File: src/rtl/bitcount_pkg.sv
// Shared types and helpers for the bitcount_stream slice.
// Latency: n/a (types, constants and pure functions only).
// Backpressure: n/a.
package bitcount_pkg;

  typedef enum logic [1:0] {
    ACC   = 2'd0,
    DRAIN = 2'd1,
    HOLD  = 2'd2
  } state_e;

  // Widest accumulator sat_add can serve; ACC_W must not exceed this.
  localparam int SAT_MAX_W = 64;

  // Bits needed to hold a population count of a width-bit word (0..width).
  function automatic int cw_f(input int width);
    return $clog2(width + 1);
  endfunction

  // Saturating add clamped to a w-bit all-ones ceiling. Operands are
  // zero-extended into SAT_MAX_W bits; ovf reports that clamping happened.
  function automatic logic [SAT_MAX_W-1:0] sat_add(
    input  logic [SAT_MAX_W-1:0] a,
    input  logic [SAT_MAX_W-1:0] b,
    input  int                   w,
    output logic                 ovf
  );
    logic [SAT_MAX_W:0] sum;
    logic [SAT_MAX_W:0] lim;
    sum = {1'b0, a} + {1'b0, b};
    lim = ({{SAT_MAX_W{1'b0}}, 1'b1} << w) - {{SAT_MAX_W{1'b0}}, 1'b1};
    if (sum > lim) begin
      ovf = 1'b1;
      return lim[SAT_MAX_W-1:0];
    end
    ovf = 1'b0;
    return sum[SAT_MAX_W-1:0];
  endfunction

endpackage

File: src/rtl/popcount_tree.sv
// Combinational population count as a balanced binary adder tree.
// Latency: 0 cycles (purely combinational).
// Backpressure: none; output follows input.
module popcount_tree
  import bitcount_pkg::*;
#(
  parameter int WIDTH = 32
) (
  input  logic [WIDTH-1:0]         data,
  output logic [cw_f(WIDTH)-1:0]   count
);

  localparam int CW = cw_f(WIDTH);

  generate
    if (WIDTH == 1) begin : g_leaf
      assign count = data;
    end else begin : g_node
      localparam int LW = WIDTH / 2;
      localparam int HW = WIDTH - LW;

      logic [cw_f(LW)-1:0] lo_cnt;
      logic [cw_f(HW)-1:0] hi_cnt;

      popcount_tree #(.WIDTH(LW)) u_lo (
        .data  (data[LW-1:0]),
        .count (lo_cnt)
      );

      popcount_tree #(.WIDTH(HW)) u_hi (
        .data  (data[WIDTH-1:LW]),
        .count (hi_cnt)
      );

      assign count = CW'(lo_cnt) + CW'(hi_cnt);
    end
  endgenerate

endmodule

File: src/rtl/bitcount_stream.sv
// Per-frame bit statistics: saturating match-bit, beat and (with BITCOUNT_ONEHOT_EN) one-hot counts.
// Latency: last beat accepted in cycle t -> out_valid in cycle t+2; next frame may start the cycle after the result handshake.
// Backpressure: in_ready drops from last-beat acceptance until the held result is taken by out_ready.
module bitcount_stream
  import bitcount_pkg::*;
#(
  parameter int WIDTH = 32,
  parameter int ACC_W = 16
) (
  input  logic              clk,
  input  logic              rst,
  input  logic              in_valid,
  output logic              in_ready,
  input  logic [WIDTH-1:0]  in_data,
  input  logic              in_last,
  input  logic              match_val,
  output logic              out_valid,
  input  logic              out_ready,
  output logic [ACC_W-1:0]  out_count,
  output logic [ACC_W-1:0]  out_beats,
  output logic [ACC_W-1:0]  out_onehot,
  output logic [ACC_W-1:0]  out_onehot0,
  output logic              out_ovf
);

  localparam int CW = cw_f(WIDTH);

  state_e            state_q, state_d;
  logic              beat_acc;
  logic              res_take;
  logic [CW-1:0]     pc;

  logic              s1_vld_q, s1_vld_d;
  logic              s1_last_q, s1_last_d;
  logic [CW-1:0]     s1_cnt_q, s1_cnt_d;

  logic [ACC_W-1:0]  cnt_acc_q, cnt_acc_d;
  logic [ACC_W-1:0]  beats_acc_q, beats_acc_d;
  logic              ovf_q, ovf_d;
  logic              cnt_sat, beats_sat;
  logic              oh_ovf;

  assign beat_acc = in_valid && in_ready;
  assign res_take = out_valid && out_ready;

  popcount_tree #(.WIDTH(WIDTH)) u_popcount (
    .data  (in_data),
    .count (pc)
  );

  // Frame FSM: accept beats, wait for the last beat to clear both stages, hold the result.
  always_comb begin
    state_d   = state_q;
    in_ready  = (state_q == ACC);
    out_valid = (state_q == HOLD);
    unique case (state_q)
      ACC:     if (beat_acc && in_last) state_d = DRAIN;
      DRAIN:   if (s1_vld_q && s1_last_q) state_d = HOLD;
      HOLD:    if (out_ready) state_d = ACC;
      default: state_d = ACC;
    endcase
  end

  // Stage 1: capture the per-beat matching-bit count and last flag of an accepted beat.
  always_comb begin
    s1_vld_d  = beat_acc;
    s1_last_d = s1_last_q;
    s1_cnt_d  = s1_cnt_q;
    if (beat_acc) begin
      s1_last_d = in_last;
      s1_cnt_d  = match_val ? pc : (CW'(WIDTH) - pc);
    end
  end

  // Stage 2: saturating frame accumulators; taking the result clears them for the next frame.
  always_comb begin
    cnt_acc_d   = cnt_acc_q;
    beats_acc_d = beats_acc_q;
    ovf_d       = ovf_q;
    cnt_sat     = 1'b0;
    beats_sat   = 1'b0;
    if (res_take) begin
      cnt_acc_d   = '0;
      beats_acc_d = '0;
      ovf_d       = 1'b0;
    end else if (s1_vld_q) begin
      cnt_acc_d   = ACC_W'(sat_add(SAT_MAX_W'(cnt_acc_q), SAT_MAX_W'(s1_cnt_q), ACC_W, cnt_sat));
      beats_acc_d = ACC_W'(sat_add(SAT_MAX_W'(beats_acc_q), SAT_MAX_W'(1), ACC_W, beats_sat));
      ovf_d       = ovf_q | cnt_sat | beats_sat | oh_ovf;
    end
  end

  // State, stage-1 and accumulator registers with synchronous reset.
  always_ff @(posedge clk) begin
    if (rst) begin
      state_q     <= ACC;
      s1_vld_q    <= 1'b0;
      s1_last_q   <= 1'b0;
      s1_cnt_q    <= '0;
      cnt_acc_q   <= '0;
      beats_acc_q <= '0;
      ovf_q       <= 1'b0;
    end else begin
      state_q     <= state_d;
      s1_vld_q    <= s1_vld_d;
      s1_last_q   <= s1_last_d;
      s1_cnt_q    <= s1_cnt_d;
      cnt_acc_q   <= cnt_acc_d;
      beats_acc_q <= beats_acc_d;
      ovf_q       <= ovf_d;
    end
  end

  assign out_count = cnt_acc_q;
  assign out_beats = beats_acc_q;
  assign out_ovf   = ovf_q;

`ifdef BITCOUNT_ONEHOT_EN
  logic             s1_oh_q, s1_oh_d;
  logic             s1_oh0_q, s1_oh0_d;
  logic [ACC_W-1:0] oh_acc_q, oh_acc_d;
  logic [ACC_W-1:0] oh0_acc_q, oh0_acc_d;
  logic             oh_sat, oh0_sat;

  // Stage 1: classify the accepted word as one-hot / zero-or-one-hot.
  always_comb begin
    s1_oh_d  = s1_oh_q;
    s1_oh0_d = s1_oh0_q;
    if (beat_acc) begin
      s1_oh_d  = (pc == CW'(1));
      s1_oh0_d = (pc <= CW'(1));
    end
  end

  // Stage 2: saturating one-hot counters, cleared alongside the main accumulators.
  always_comb begin
    oh_acc_d  = oh_acc_q;
    oh0_acc_d = oh0_acc_q;
    oh_sat    = 1'b0;
    oh0_sat   = 1'b0;
    if (res_take) begin
      oh_acc_d  = '0;
      oh0_acc_d = '0;
    end else if (s1_vld_q) begin
      oh_acc_d  = ACC_W'(sat_add(SAT_MAX_W'(oh_acc_q), SAT_MAX_W'(s1_oh_q), ACC_W, oh_sat));
      oh0_acc_d = ACC_W'(sat_add(SAT_MAX_W'(oh0_acc_q), SAT_MAX_W'(s1_oh0_q), ACC_W, oh0_sat));
    end
  end

  // One-hot stage-1 flags and counters with synchronous reset.
  always_ff @(posedge clk) begin
    if (rst) begin
      s1_oh_q   <= 1'b0;
      s1_oh0_q  <= 1'b0;
      oh_acc_q  <= '0;
      oh0_acc_q <= '0;
    end else begin
      s1_oh_q   <= s1_oh_d;
      s1_oh0_q  <= s1_oh0_d;
      oh_acc_q  <= oh_acc_d;
      oh0_acc_q <= oh0_acc_d;
    end
  end

  assign out_onehot  = oh_acc_q;
  assign out_onehot0 = oh0_acc_q;
  assign oh_ovf      = oh_sat | oh0_sat;
`else
  assign out_onehot  = '0;
  assign out_onehot0 = '0;
  assign oh_ovf      = 1'b0;
`endif

endmodule

File: config.mk
export PLATFORM = sky130hd
export DESIGN_NAME = bitcount_stream
export DESIGN_NICKNAME = d
export VERILOG_FILES = /design/src/rtl/bitcount_pkg.sv /design/src/rtl/popcount_tree.sv /design/src/rtl/bitcount_stream.sv
export SDC_FILE = /design/constraint.sdc
export NUM_CORES = 1
export LEC_CHECK = 0
export ABC_AREA = 1
export CAP_MARGIN = 10
export CORE_UTILIZATION = 40
export CTS_CLUSTER_SIZE = 30
export DETAILED_ROUTE_END_ITERATION = 10
export PLACE_DENSITY = 0.63
export SETUP_SLACK_MARGIN = 0.1
export SYNTH_ARGS = -nofsm -noshare
export SYNTH_HDL_FRONTEND = slang
export SYNTH_HIERARCHICAL = 1
export SYNTH_SLANG_ARGS = --single-unit
File: constraint.sdc
create_clock -name clk -period 11.15 [get_ports clk]
set_clock_uncertainty 0.1 [all_clocks]
set_input_delay 3.345 -clock clk [delete_from_list [all_inputs] [get_ports clk]]
set_output_delay 3.345 -clock clk [all_outputs]
set_load 0.005 [all_outputs]
Word-level counts from Yosys, hierarchy flattened. Cells that the tools add are included.

Word-level logic and storage cells: 80. Bits in registers: 43. Input port bits: 38. Output and inout bits: 67.

Add/sub/neg operators: 34. Mux-type cells: 23. Reductions and logical operators: 7. Bitwise gates (word level): 2. $lt $le $gt $ge: 2. Eq/ne operators: 5.

Operator list (count): two-way mux 16 bit (4); > comparator 17 x 16 -> 1 bit (second input constant) (2); adder 1 x 1 -> 2 bit (16); adder 2 x 2 -> 3 bit (8); adder 16 x 1 -> 17 bit (second input constant) (1); adder 16 x 6 -> 17 bit (1); adder 3 x 3 -> 4 bit (4); two-way mux 1 bit (14); adder 4 x 4 -> 5 bit (2); adder 5 x 5 -> 6 bit (1); two-way mux 2 bit (3); two-way mux 6 bit (1); case mux 2 bit (3 select lines) (1); subtractor 6 bit (first input constant) (1); logical AND 1 bit (4); inequality test 2 x 1 -> 1 bit (second input constant) (2); AND reduction 3 bit (1); equality test 2 x 1 -> 1 bit (second input constant) (1); equality test 2 bit (second input constant) (1); logical NOT 2 bit (1); inequality test 2 bit (second input constant) (1); bitwise OR 1 bit (2); OR reduction 2 bit (1).

Logic depth before layout (Yosys ltp). Gate-level depths: netlist of run 1.

Word-level depth: 10. Gate-level depth with buffers: 24. Mapped depth without buffers: 23.

Hierarchy. The synthesis of run 1 kept the hierarchy.

By module, submodules not included: bitcount_stream (area an instance 3021.6 um2, cells an instance 473, instances 1, sequential area each 860.8 um2); popcount_tree at u_popcount.g_node.u_hi.g_node.u_hi.g_node.u_hi ... (area an instance 51.3 um2, cells an instance 7, instances 8, sequential area each 0.0 um2); popcount_tree at u_popcount.g_node.u_hi.g_node.u_hi ... (area an instance 98.8 um2, cells an instance 13, instances 4, sequential area each 0.0 um2); popcount_tree at u_popcount.g_node.u_hi ... (area an instance 157.7 um2, cells an instance 25, instances 2, sequential area each 0.0 um2); popcount_tree at u_popcount.g_node.u_hi.g_node.u_hi.g_node.u_hi.g_node.u_hi.g_node.u_hi ... (area an instance 7.5 um2, cells an instance 1, instances 32, sequential area each 0.0 um2); popcount_tree at u_popcount.g_node.u_hi.g_node.u_hi.g_node.u_hi.g_node.u_hi ... (area an instance 12.5 um2, cells an instance 1, instances 16, sequential area each 0.0 um2); popcount_tree at u_popcount (area an instance 190.2 um2, cells an instance 30, instances 1, sequential area each 0.0 um2).

Least setup slack after synthesis of run 1. Ideal clock, no wire load.

Kind: in2reg. From: in in_data[0]. To: reg s1_cnt_q[5]. Slack: 4.021 ns. Setup time: 0.115 ns. Buffers on the path: 1. Stages: 22. Data arrival time: 6.913 ns. Required time: 10.935 ns. Cells stage by stage: buf_4 > ha_1 > ha_1 > inv_1 > fa_1 > inv_1 > inv_1 > fa_1 > inv_1 > inv_1 > fa_1 > inv_1 > fa_1 > nand2_1 > nand3_1 > nand3_1 > nand2_1 > nor3_1 > nand2_1 > xnor2_1 > o21ai_0 > inv_1.

Cells in the longest elaborated chain, start to end: 7.

RTL lines: start, declared (RTL line bitcount_stream.sv:14) `input logic [WIDTH-1:0] in_data,`; adder 1 x 1 -> 2 bit (RTL line popcount_tree.sv:35) `assign count = CW'(lo_cnt) + CW'(hi_cnt);`; named net u_popcount.g_node.u_lo.g_node.u_lo.g_node.u_lo.g_node.lo_cnt[0] (RTL line popcount_tree.sv:22) `logic [cw_f(LW)-1:0] lo_cnt;`; adder 2 x 2 -> 3 bit (RTL line popcount_tree.sv:35); named net u_popcount.g_node.u_lo.g_node.u_lo.g_node.lo_cnt[1] (RTL line popcount_tree.sv:22); adder 3 x 3 -> 4 bit (RTL line popcount_tree.sv:35); named net u_popcount.g_node.u_lo.g_node.lo_cnt[1] (RTL line popcount_tree.sv:22); adder 4 x 4 -> 5 bit (RTL line popcount_tree.sv:35); named net u_popcount.g_node.lo_cnt[1] (RTL line popcount_tree.sv:22); adder 5 x 5 -> 6 bit (RTL line popcount_tree.sv:35); named net pc[4] (RTL line bitcount_stream.sv:31) `logic [CW-1:0] pc;`; subtractor 6 bit (RTL line bitcount_stream.sv:71) `s1_cnt_d = match_val ? pc : (CW'(WIDTH) - pc);`; two-way mux 6 bit (RTL line bitcount_stream.sv:71); end signal, assigned (RTL line bitcount_stream.sv:107) `s1_cnt_q <= s1_cnt_d;`; end, declared (RTL line bitcount_stream.sv:35) `logic [CW-1:0] s1_cnt_q, s1_cnt_d;`.

The timed path passes the listed nets, and every way through them passes these cells. A chain may end at the register's enable or synchronous reset.

Final worst setup path of run 1.
From: in in_data[4]. To: reg s1_cnt_q[5].

Cells in the longest elaborated chain, start to end: 7.

RTL lines: adder 1 x 1 -> 2 bit (RTL line popcount_tree.sv:35); named net u_popcount.g_node.u_lo.g_node.u_lo.g_node.u_hi.g_node.lo_cnt[0] (RTL line popcount_tree.sv:22); adder 2 x 2 -> 3 bit (RTL line popcount_tree.sv:35); named net u_popcount.g_node.u_lo.g_node.u_lo.g_node.hi_cnt[1] (RTL line popcount_tree.sv:23) `logic [cw_f(HW)-1:0] hi_cnt;`; adder 3 x 3 -> 4 bit (RTL line popcount_tree.sv:35); named net u_popcount.g_node.u_lo.g_node.lo_cnt[1] (RTL line popcount_tree.sv:22); adder 4 x 4 -> 5 bit (RTL line popcount_tree.sv:35); named net u_popcount.g_node.lo_cnt[1] (RTL line popcount_tree.sv:22); adder 5 x 5 -> 6 bit (RTL line popcount_tree.sv:35); named net pc[4] (RTL line bitcount_stream.sv:31); subtractor 6 bit (RTL line bitcount_stream.sv:71); two-way mux 6 bit (RTL line bitcount_stream.sv:71).

The timed path passes the listed nets, and every way through them passes these cells.

==> flow_metrics.env, run 1 <==
export IMPL_synth_top_area_share_pct=18.0
export IMPL_required_ns=11.22
export IMPL_first_iter_violations=265
export IMPL_slowest_stage="fa_1"
export IMPL_grt_usage_pct=16.3
export IMPL_cp_max_fo=3
export IMPL_start_kind="primary input"
export IMPL_fin_hold_ws_ns=0.389
export IMPL_report_final_slew_viol_count=0
export IMPL_post_cts_buffers=0
export IMPL_cts_resized=0
export IMPL_r2r_start="out_count[0]"
export IMPL_routedWlPerCell_um=10.7
export IMPL_synth_edff_count=0
export IMPL_overflow=0
export IMPL_fin_tns_setup_ns=0
export IMPL_clockBufferDepth=2
export IMPL_routed_via_count=4171
export IMPL_ant_nets=0
export IMPL_path_cells="clkdlybuf4s50_1 -> ha_1 -> ha_1 -> inv_1 -> fa_1 -> inv_1 -> inv_1 -> fa_1 -> inv_1 -> inv_1 -> fa_1 -> inv_1 -> fa_1 -> nand2_1 -> nand3_1 -> nand3_1 -> nand2_1 -> nor3_1 -> nand2_1 -> xnor2_1 -> o21ai_0 -> inv_1"
export IMPL_synthCells=709
export IMPL_min_from="s1_last_q"
export IMPL_synth_cell_type_count=34
export IMPL_grt_pass1_vias=4004
export IMPL_post_route_period_util_pct=66.2
export IMPL_ys_ff_latch=43
export IMPL_vdd_drop_max_mv=0.125
export IMPL_ys_top_cells_by_area="dfxtp_1 (18%), ha_1 (15%), inv_1 (12%)"
export IMPL_max_slew_margin_pct=61.4
export IMPL_multi_input_area_mm2=0.00294
export IMPL_wl_met2_um=4500
export IMPL_drc=18
export IMPL_cts_num_sinks=43
export IMPL_rr_worst_depth=14
export IMPL_synth_ff_type="dfxtp_1"
export IMPL_crit_path_end_kind="register"
export IMPL_gp_congestion=0.877
export IMPL_dp_hpwl_um=7880
export IMPL_numCtsBuffers=5
export IMPL_seq_area_frac_synth_pct=18.0
export IMPL_vias_per_cell=4.68
export IMPL_fp_dieW_um=111
export IMPL_die_area_mm2=0.0124
export IMPL_yosys_top_cells_count="inv_1 (149), nand2_1 (135), buf_4 (65)"
export IMPL_ios=105
export IMPL_grt_pass1_wl_um=17100
export IMPL_worst_pin_slew_ns=0.579
export IMPL_reg2reg_to="out_count[13]"
export IMPL_cp_common_cell="inv_1"
export IMPL_clkTransAtPathRegs_ns=0.06
export IMPL_highest_layer="met4"
export IMPL_whs_endpoint="s1_last_q"
export IMPL_hold_viol_final=0
export IMPL_firstDrtPassIters=10
export IMPL_drive_gt1_share_pct=3.87
export IMPL_timing_fmax_mhz=135
export IMPL_grt_max_degree=36
export IMPL_regArea_um2=861
export IMPL_synth_area_mm2=0.00477
export IMPL_dr_wl_met3_um=424
export IMPL_ys_warn_count=6
export IMPL_core_area_mm2=0.0115
export IMPL_critPathKind="primary input to register"
export IMPL_drv_cap=0
export IMPL_yosysMostFrequentCell="inv_1"
export IMPL_p_per_area_mw_per_mm2=181
export IMPL_crit_path_max_incr_delay_ns=0.53
export IMPL_fin_crit_ns=7.38
export IMPL_r2r_slack_ns=8.72
export IMPL_cts_root_buf="clkbuf_16"
export IMPL_arrival_ns=7.46
export IMPL_wl_um=9530
export IMPL_violations="design-rule violations"
export IMPL_antenna_found_initial=0
export IMPL_report_final_setup_viol=0
export IMPL_yosys_area_top_type="dfxtp_1"
export IMPL_async_reset_ff_share_pct=0
export IMPL_htreeDepth=2
export IMPL_placementRows=39
export IMPL_outcome="finished, violations left"
export IMPL_cts_hold_buf=0
export IMPL_p_leak_nw=2.69
export IMPL_fillers=1189
export IMPL_hold_depth=2
export IMPL_syn_area_per_cell_um2=6.73
export IMPL_die_h_um=111
export IMPL_io_buffers=72
export IMPL_fin_nets=861
export IMPL_start_util_pct=41.4
export IMPL_hold_class="register to register"
export IMPL_rsz0062_at_grt="no"
export IMPL_wl_met1_um=4550
export IMPL_areaGrowthSynthToFinish_pct=13.8
export IMPL_cts_tree="done"
export IMPL_worstSkewPairLatency_ns=0.28
export IMPL_antennaDiodeCount=0
==> registers in the layout, indices dropped and copies added, names as in the netlist <==
register and count:
out_ovf 1, s1_cnt_q 6, out_beats 16, s1_vld_q 1, state_q 2, s1_last_q 1
out_count 16
==> critical path: cells and delay by family <==
family | cells | cell delay [ns]
adders and majority gates | 6 | 2.36
buffers and inverters | 8 | 0.90
and+or+nand+nor | 6 | 0.58
xor gates and xnor gates | 1 | 0.14
AOI/OAI and AO/OA | 1 | 0.13
==> cell families (layout without fill, tap and decap cells) <==
family                   after synthesis  in the layout  share of synthesized area [%]
AO/OA/AOI/OAI                         80             80                           9.02
XOR/XNOR                              16             16                           2.94
adder cells (fa/ha/maj)               74             74                           21.9
buffers and inverters                224            233                           22.8
flip-flops                            43             43                           18.0
other                                  1             32                         0.0786
AND/OR/NAND/NOR                      271            271                           25.3
==> power by group <==
group / total (mW) / internal (mW) / leakage, nW / switching (mW)
combinational: 0.659 / 0.279 / 2.27 / 0.379
sequential: 0.184 / 0.169 / 0.352 / 0.0151
clock: 0.143 / 0.0874 / 0.0727 / 0.0560
==> placed cells by master, fill, tap and decap left out, drive strengths merged <==
cell type | netlist | final
buf | 66 | 2
o221ai | 3 | 3
clkbuf | 6 | 6
a21oi | 40 | 40
nor2 | 51 | 51
nor3 | 8 | 8
o21bai | 1 | 1
a31oi | 4 | 4
nand2 | 144 | 144
xor2 | 5 | 5
o21a | 1 | 1
o21ai | 29 | 29
conb | 1 | 32
or2 | 1 | 1
nand3 | 49 | 49
clkinv | 2 | 3
fa | 16 | 16
and3 | 1 | 1
o211ai | 2 | 2
dfxtp | 43 | 43
clkdlybuf4s50 | 0 | 72
ha | 58 | 58
nand3b | 1 | 1
xnor2 | 11 | 11
inv | 150 | 150
nand4 | 16 | 16
==> stage by stage <==
stage | utilization [%] | std cells | total power [mW] | setup WS (ns) | area, um^2
finish | 47.2 | 892 | 0.986 | 3.77 | 5430
global route | 47.2 | 892 | 1.13 | 3.42 | 5430
CTS | 47.2 | 892 | 0.996 | 3.76 | 5430
detailed placement | 45.9 | 885 | 0.845 | 3.48 | 5290
global placement | 45.9 | 885 | 0.824 | 3.53 | 5290
floorplan | - | 740 | 0.721 | 4.02 | 4890
==> layer usage <==
metal | up-vias | track usage (%)
li1 | 2204 | -
met1 | 1869 | 21.7
met2 | 94 | 28.1
met3 | 4 | 2.41
met4 | 0 | 2.79
met5 | - | 0
==> how the worst max path moves through the flow <==
stage	from	to	depth (start not counted)	slack, ns
floorplan	in_data[0]	s1_cnt_q[5]	22	4.02
global placement	in_data[0]	s1_cnt_q[5]	22	3.53
detailed placement	in_data[4]	s1_cnt_q[5]	22	3.48
CTS	in_data[4]	s1_cnt_q[5]	22	3.76
global route	in_data[0]	s1_cnt_q[5]	22	3.42
finish	in_data[4]	s1_cnt_q[5]	22	3.77
==> area by class of cell <==
type | count | area share (%)
well taps | 143 | 3.29
repair buffers | 74 | 13.5
inverters | 152 | 10.5
clock inverters | 1 | 0.0921
flip-flops and latches | 43 | 15.8
clock buffers | 6 | 2.56
multi-input cells | 473 | 54.2
Note: power is estimated with default switching activity, not from simulation.
==> inputs of run 2 (changes only) <==
Clock period 11.15 ns to 7.1 ns, I/O delays scaled along.
==> flow_metrics.env, run 2 (same netlist as run 1, synthesis figures left out) <==
export IMPL_pre_cts_slack_ns=0.676
export IMPL_critPathKind="primary input to register"
export IMPL_worstSkewPairLatency_ns=0.28
export IMPL_p_switching_uw=711
export IMPL_rr_worst_depth=14
export IMPL_crit_path_max_incr_delay_ns=0.54
export IMPL_fin_crit_ns=6.12
export IMPL_io_buffers=72
export IMPL_fin_tns_setup_ns=0
export IMPL_critPathTopFamily="adder cells"
export IMPL_cp_common_cell="inv_1"
export IMPL_arrival_ns=6.20
export IMPL_required_ns=7.18
export IMPL_final_common_cell="inv_1"
export IMPL_routedWlPerCell_um=10.8
export IMPL_cts_resized=0
export IMPL_antenna_found_initial=0
export IMPL_routed_via_count=4173
export IMPL_die_area_mm2=0.0124
export IMPL_fillers=1166
export IMPL_dp_hpwl_um=7810
export IMPL_rsz0062_at_grt="no"
export IMPL_hold_class="register to register"
export IMPL_grt_max_degree=36
export IMPL_vdd_drop_max_mv=0.234
export IMPL_mostFrequentLayoutCells="inv_1 (149), nand2_1 (135), clkdlybuf4s50_1 (72), ha_1 (58), nand3_1 (48)"
export IMPL_first_iter_violations=305
export IMPL_fin_nets=861
export IMPL_firstDrtPassIters=8
export IMPL_internal_power_uw=855
export IMPL_drv_cap=0
export IMPL_wl_um=9650
export IMPL_core_area_mm2=0.0115
export IMPL_drc=21
export IMPL_die_h_um=111
export IMPL_grt_usage_pct=16.4
export IMPL_switching_share_pct=45.4
export IMPL_cts_tree="done"
export IMPL_report_final_setup_viol=0
export IMPL_start_util_pct=41.4
export IMPL_p_total_mw=1.57
export IMPL_max_slew_margin_pct=59.4
export IMPL_overflow=0
export IMPL_placementRows=39
export IMPL_hold_viol_final=0
export IMPL_path_buf_inv=8
export IMPL_ant_nets=0
export IMPL_post_cts_buffers=0
export IMPL_violations="design-rule violations"
export IMPL_slowest_stage="fa_1"
export IMPL_fin_ws_ns=0.981
export IMPL_grt_pass1_wl_um=17200
export IMPL_grt_pass1_vias=4037
export IMPL_worst_pin_slew_ns=0.609
export IMPL_numCtsBuffers=5
export IMPL_p_per_area_mw_per_mm2=288
export IMPL_cts_root_buf="clkbuf_16"
export IMPL_antennaDiodeCount=0
export IMPL_clockBufferDepth=2
export IMPL_areaGrowthSynthToFinish_pct=14.1
export IMPL_cp_max_fo=3
export IMPL_vias_per_cell=4.67
export IMPL_report_final_slew_viol_count=0
export IMPL_cts_hold_buf=0
export IMPL_seq_power_share_pct=18.5
export IMPL_p_leak_nw=2.70
export IMPL_htreeDepth=2
export IMPL_path_cells="clkdlybuf4s50_1 -> ha_1 -> ha_1 -> inv_1 -> fa_1 -> inv_1 -> inv_1 -> fa_1 -> inv_1 -> inv_1 -> fa_1 -> inv_1 -> fa_1 -> nand2_1 -> nand3_1 -> nand3_1 -> nand2_1 -> nor3_1 -> nand2_1 -> xnor2_1 -> o21ai_0 -> inv_1"
export IMPL_p_clk_share_pct=15.6
export IMPL_start_kind="primary input"
export IMPL_p_comb_share_pct=66.0
export IMPL_ios=105
export IMPL_fp_dieW_um=111
export IMPL_gp_congestion=0.877
export IMPL_cp_depth=22
export IMPL_drive_gt1_share_pct=3.87
export IMPL_cts_num_sinks=43
export IMPL_timing_fmax_mhz=163
export IMPL_crit_path_end_kind="register"
export IMPL_hold_depth=2
export IMPL_post_route_period_util_pct=86.2
export IMPL_outcome="finished, violations left"
export IMPL_clkTransAtPathRegs_ns=0.06
[run 2: power by group through the flow]
stage	Sequential (mW)	Clock, mW	Combinational, mW
floorplan	0.287	0	0.846
global placement	0.294	0	0.999
detailed placement	0.294	0	1.03
CTS	0.289	0.249	1.04
global route	0.293	0.259	1.23
finish	0.289	0.244	1.03
[run 2: path summary, 6_finish.rpt]
check | startpoint | to | slack (ns)
worst max-delay path | in_data[0] | s1_cnt_q[5] | 0.98
worst min-delay path | out_count[3] | out_count[3] | 0.39
worst max register to register | out_count[0] | out_count[14] | 4.63
worst min register to register | out_count[3] | out_count[3] | 0.39
[run 2: per-stage QoR]
| stage | cells | hold WS (ns) | utilization, % | area, um^2 |
|---|---|---|---|---|
| floorplan | 740 | 0.351 | - | 4890 |
| global placement | 885 | 0.374 | 45.9 | 5290 |
| detailed placement | 885 | 0.375 | 45.9 | 5290 |
| CTS | 893 | 0.387 | 47.3 | 5450 |
| global route | 893 | 0.395 | 47.3 | 5450 |
| finish | 893 | 0.392 | 47.3 | 5450 |
[run 2: routing by layer]
layer	global-route usage, %	part of all wire [%]
met5	0	0
met4	3.87	1.3
met3	2.35	4.6
met2	28.4	45
met1	21.4	49
[run 2: layout make-up]
class	count	area, um^2	area share [%]
multi-input combinational	473	2940	54.0
sequential	43	861	15.8
timing repair buffer	74	736	13.5
inverter	152	571	10.5
tap	143	179	3.29
clock buffer	8	156	2.87
[run 2: worst min-delay path, stage by stage (launching register included)]
cell and delay [ns]:
dfxtp_1 0.33, nand2_1 0.07, a21oi_1 0.05
==> inputs of run 3 (changes only) <==
Settings changed: ABC_AREA 1 to not set, CORE_UTILIZATION 40 to 51, PLACE_DENSITY 0.63 to 0.79.
==> flow_metrics.env, run 3 <==
export IMPL_fin_tns_setup_ns=0
export IMPL_mostFrequentLayoutCells="inv_1 (78), clkdlybuf4s50_1 (72), ha_1 (58), dfxtp_1 (43), nor2_1 (33)"
export IMPL_yosysMostFrequentCell="inv_1"
export IMPL_p_leak_nw=2.18
export IMPL_cp_common_cell="inv_1"
export IMPL_ys_warn_count=6
export IMPL_synth_compound_area_share_pct=15.0
export IMPL_cts_root_buf="clkbuf_8"
export IMPL_io_buffers=72
export IMPL_yosys_area_share_xor_xnor_pct=5.25
export IMPL_path_cells="clkdlybuf4s50_1 -> ha_1 -> ha_1 -> inv_1 -> fa_1 -> inv_1 -> inv_1 -> fa_1 -> inv_1 -> inv_1 -> fa_1 -> inv_1 -> fa_1 -> a21o_1 -> a21oi_1 -> xnor2_1 -> nor4_1 -> xnor2_1 -> a211oi_1"
export IMPL_whs_endpoint="out_ovf"
export IMPL_grt_pass1_wl_um=14000
export IMPL_synth_top_area_share_pct=19.9
export IMPL_worstSkewPairLatency_ns=0.29
export IMPL_fin_crit_ns=6.33
export IMPL_cts_tree="done"
export IMPL_core_area_mm2=0.00822
export IMPL_vdd_drop_max_mv=0.343
export IMPL_hold_viol_final=0
export IMPL_r2r_slack_ns=4.31
export IMPL_worst_pin_slew_ns=0.733
export IMPL_grt_max_degree=43
export IMPL_dp_hpwl_um=6490
export IMPL_antenna_found_initial=0
export IMPL_report_final_slew_viol_count=0
export IMPL_crit_path_max_incr_delay_ns=0.52
export IMPL_final_common_cell="inv_1"
export IMPL_synth_edff_count=0
export IMPL_ios=105
export IMPL_path_buf_inv=7
export IMPL_firstDrtPassIters=4
export IMPL_start_util_pct=52.7
export IMPL_routed_via_count=3504
export IMPL_first_iter_violations=121
export IMPL_die_h_um=94.2
export IMPL_fp_dieW_um=94.2
export IMPL_hold_depth=2
export IMPL_ys_top_cells_by_area="dfxtp_1 (20%), ha_1 (17%), buf_4 (11%)"
export IMPL_synth_cell_type_count=50
export IMPL_vias_per_cell=5.20
export IMPL_grt_pass1_vias=3327
export IMPL_rr_worst_depth=10
export IMPL_drive_gt1_share_pct=3.34
export IMPL_critPathKind="primary input to register"
export IMPL_arrival_ns=6.43
export IMPL_yosys_area_top_type="dfxtp_1"
export IMPL_required_ns=7.20
export IMPL_ant_nets=0
export IMPL_timing_fmax_mhz=158
export IMPL_synth_top_family_by_area="adder cells"
export IMPL_outcome="completed"
export IMPL_numCtsBuffers=5
export IMPL_antennaDiodeCount=0
export IMPL_async_reset_ff_share_pct=0
export IMPL_max_slew_margin_pct=51.2
export IMPL_gp_congestion=0.869
export IMPL_hold_class="register to register"
export IMPL_placementRows=33
export IMPL_grt_usage_pct=19.4
export IMPL_p_per_area_mw_per_mm2=293
export IMPL_slowest_stage="fa_1"
export IMPL_clkTransAtPathRegs_ns=0.08
export IMPL_synth_ff_type="dfxtp_1"
export IMPL_post_cts_buffers=0
export IMPL_cts_num_sinks=43
export IMPL_cts_resized=0
export IMPL_post_route_period_util_pct=89.1
export IMPL_yosys_area_share_simple_pct=15.5
export IMPL_report_final_setup_viol=0
export IMPL_synth_area_mm2=0.00433
export IMPL_cts_hold_buf=0
export IMPL_syn_area_per_cell_um2=8.06
export IMPL_seq_area_frac_synth_pct=19.9
export IMPL_min_from="out_ovf"
export IMPL_synthCells=538
export IMPL_start_kind="primary input"
export IMPL_cp_max_fo=2
export IMPL_areaGrowthSynthToFinish_pct=12.0
export IMPL_fin_nets=681
export IMPL_postLayoutCellArea_mm2=0.00485
export IMPL_place_area_mm2=0.00476
export IMPL_critPathTopFamily="adder cells"
export IMPL_yosys_top_cells_count="inv_1 (78), buf_4 (65), ha_1 (58)"
export IMPL_r2r_start="out_count[0]"
export IMPL_overflow=0
export IMPL_htreeDepth=2
export IMPL_die_area_mm2=0.00887
export IMPL_synth_fa_ha_area_share_pct=24.1
export IMPL_routedWlPerCell_um=11.8
export IMPL_drc=0
export IMPL_reg2reg_to="out_count[12]"
export IMPL_rsz0062_at_grt="no"
export IMPL_crit_path_end_kind="register"
export IMPL_synth_mux_area_share_pct=0.693
export IMPL_ys_ff_latch=43
export IMPL_wl_um=7960
export IMPL_clockBufferDepth=2
export IMPL_drv_cap=0
run 3: cell types whose count changed after synthesis, sizes merged, moves of 6 or more:
| cell | change |
|---|---|
| nand2 | -121 |
| inv | -71 |
| nand3 | -31 |
| nor2 | -18 |
| a31oi | +13 |
| nand4 | -11 |
| a21oi | -10 |
| a211oi | +8 |
| nor4 | +8 |
| nand2b | +7 |
| nor2b | +7 |
| clkbuf | +6 |
run 3: metal layers:
layer / track usage (%) / vias to the layer above / wire [um]
met3: 2.75 / 10 / 312
met2: 36.8 / 83 / 4270
met4: 5.13 / 0 / 70
met5: 0 / - / 0
li1: - / 1787 / -
met1: 22.2 / 1624 / 3300
run 3: metrics by stage:
| step | power, mW | hold WS [ns] | utilization, % | worst slack [ns] | cells |
|---|---|---|---|---|---|
| 6_report | 1.42 | 0.351 | 59.1 | 0.775 | 674 |
| 5_1_grt | 1.60 | 0.395 | 59.1 | 0.479 | 674 |
| 4_1_cts | 1.44 | 0.355 | 59.0 | 0.773 | 674 |
| 3_5_place_dp | 1.28 | 0.344 | 57.9 | 0.472 | 667 |
| 3_3_place_gp | 1.22 | 0.342 | 57.9 | 0.536 | 667 |
| 2_1_floorplan | 1.11 | 0.339 | - | 0.979 | 569 |
run 3: worst max-delay path by stage:
stage,startpoint,end,slack [ns],cells past startpoint
floorplan,in_data[0],s1_cnt_q[5],0.98,19
global placement,in_data[0],s1_cnt_q[5],0.54,19
detailed placement,in_data[16],s1_cnt_q[5],0.47,19
CTS,in_data[0],s1_cnt_q[5],0.77,19
global route,in_data[0],s1_cnt_q[5],0.48,19
finish,in_data[16],s1_cnt_q[5],0.77,19
run 3: final cells by class:
type	instances	area [um^2]
Timing Repair Buffer	73	728
Fill cell	767	3360
Clock inverter	1	5.00
Sequential cell	43	861
Multi-Input combinational cell	367	2750
Tap cell	105	131
Inverter	79	297
Clock buffer	6	82.6
run 3: logic make-up (layout without fill, tap and decap cells):
family	Yosys count	count (layout)
buffers and inverters	159	159
and+or+nand+nor	129	129
AOI/OAI and AO/OA	103	103
adders and majority gates	74	74
DFF	43	43
xor gates and xnor gates	26	26
muxes	3	3
other	1	32
run 3: power by group:
| part | leakage [nW] | internal [mW] | switching [mW] | total [mW] |
|---|---|---|---|---|
| combinational | 1.78 | 0.464 | 0.526 | 0.990 |
| sequential | 0.350 | 0.260 | 0.0145 | 0.275 |
| clock | 0.0470 | 0.0763 | 0.0776 | 0.154 |
run 3: worst min-delay path, stage by stage (launching register included):
cell and delay, ns:
dfxtp_1 0.32, inv_1 0.05, a21oi_1 0.05
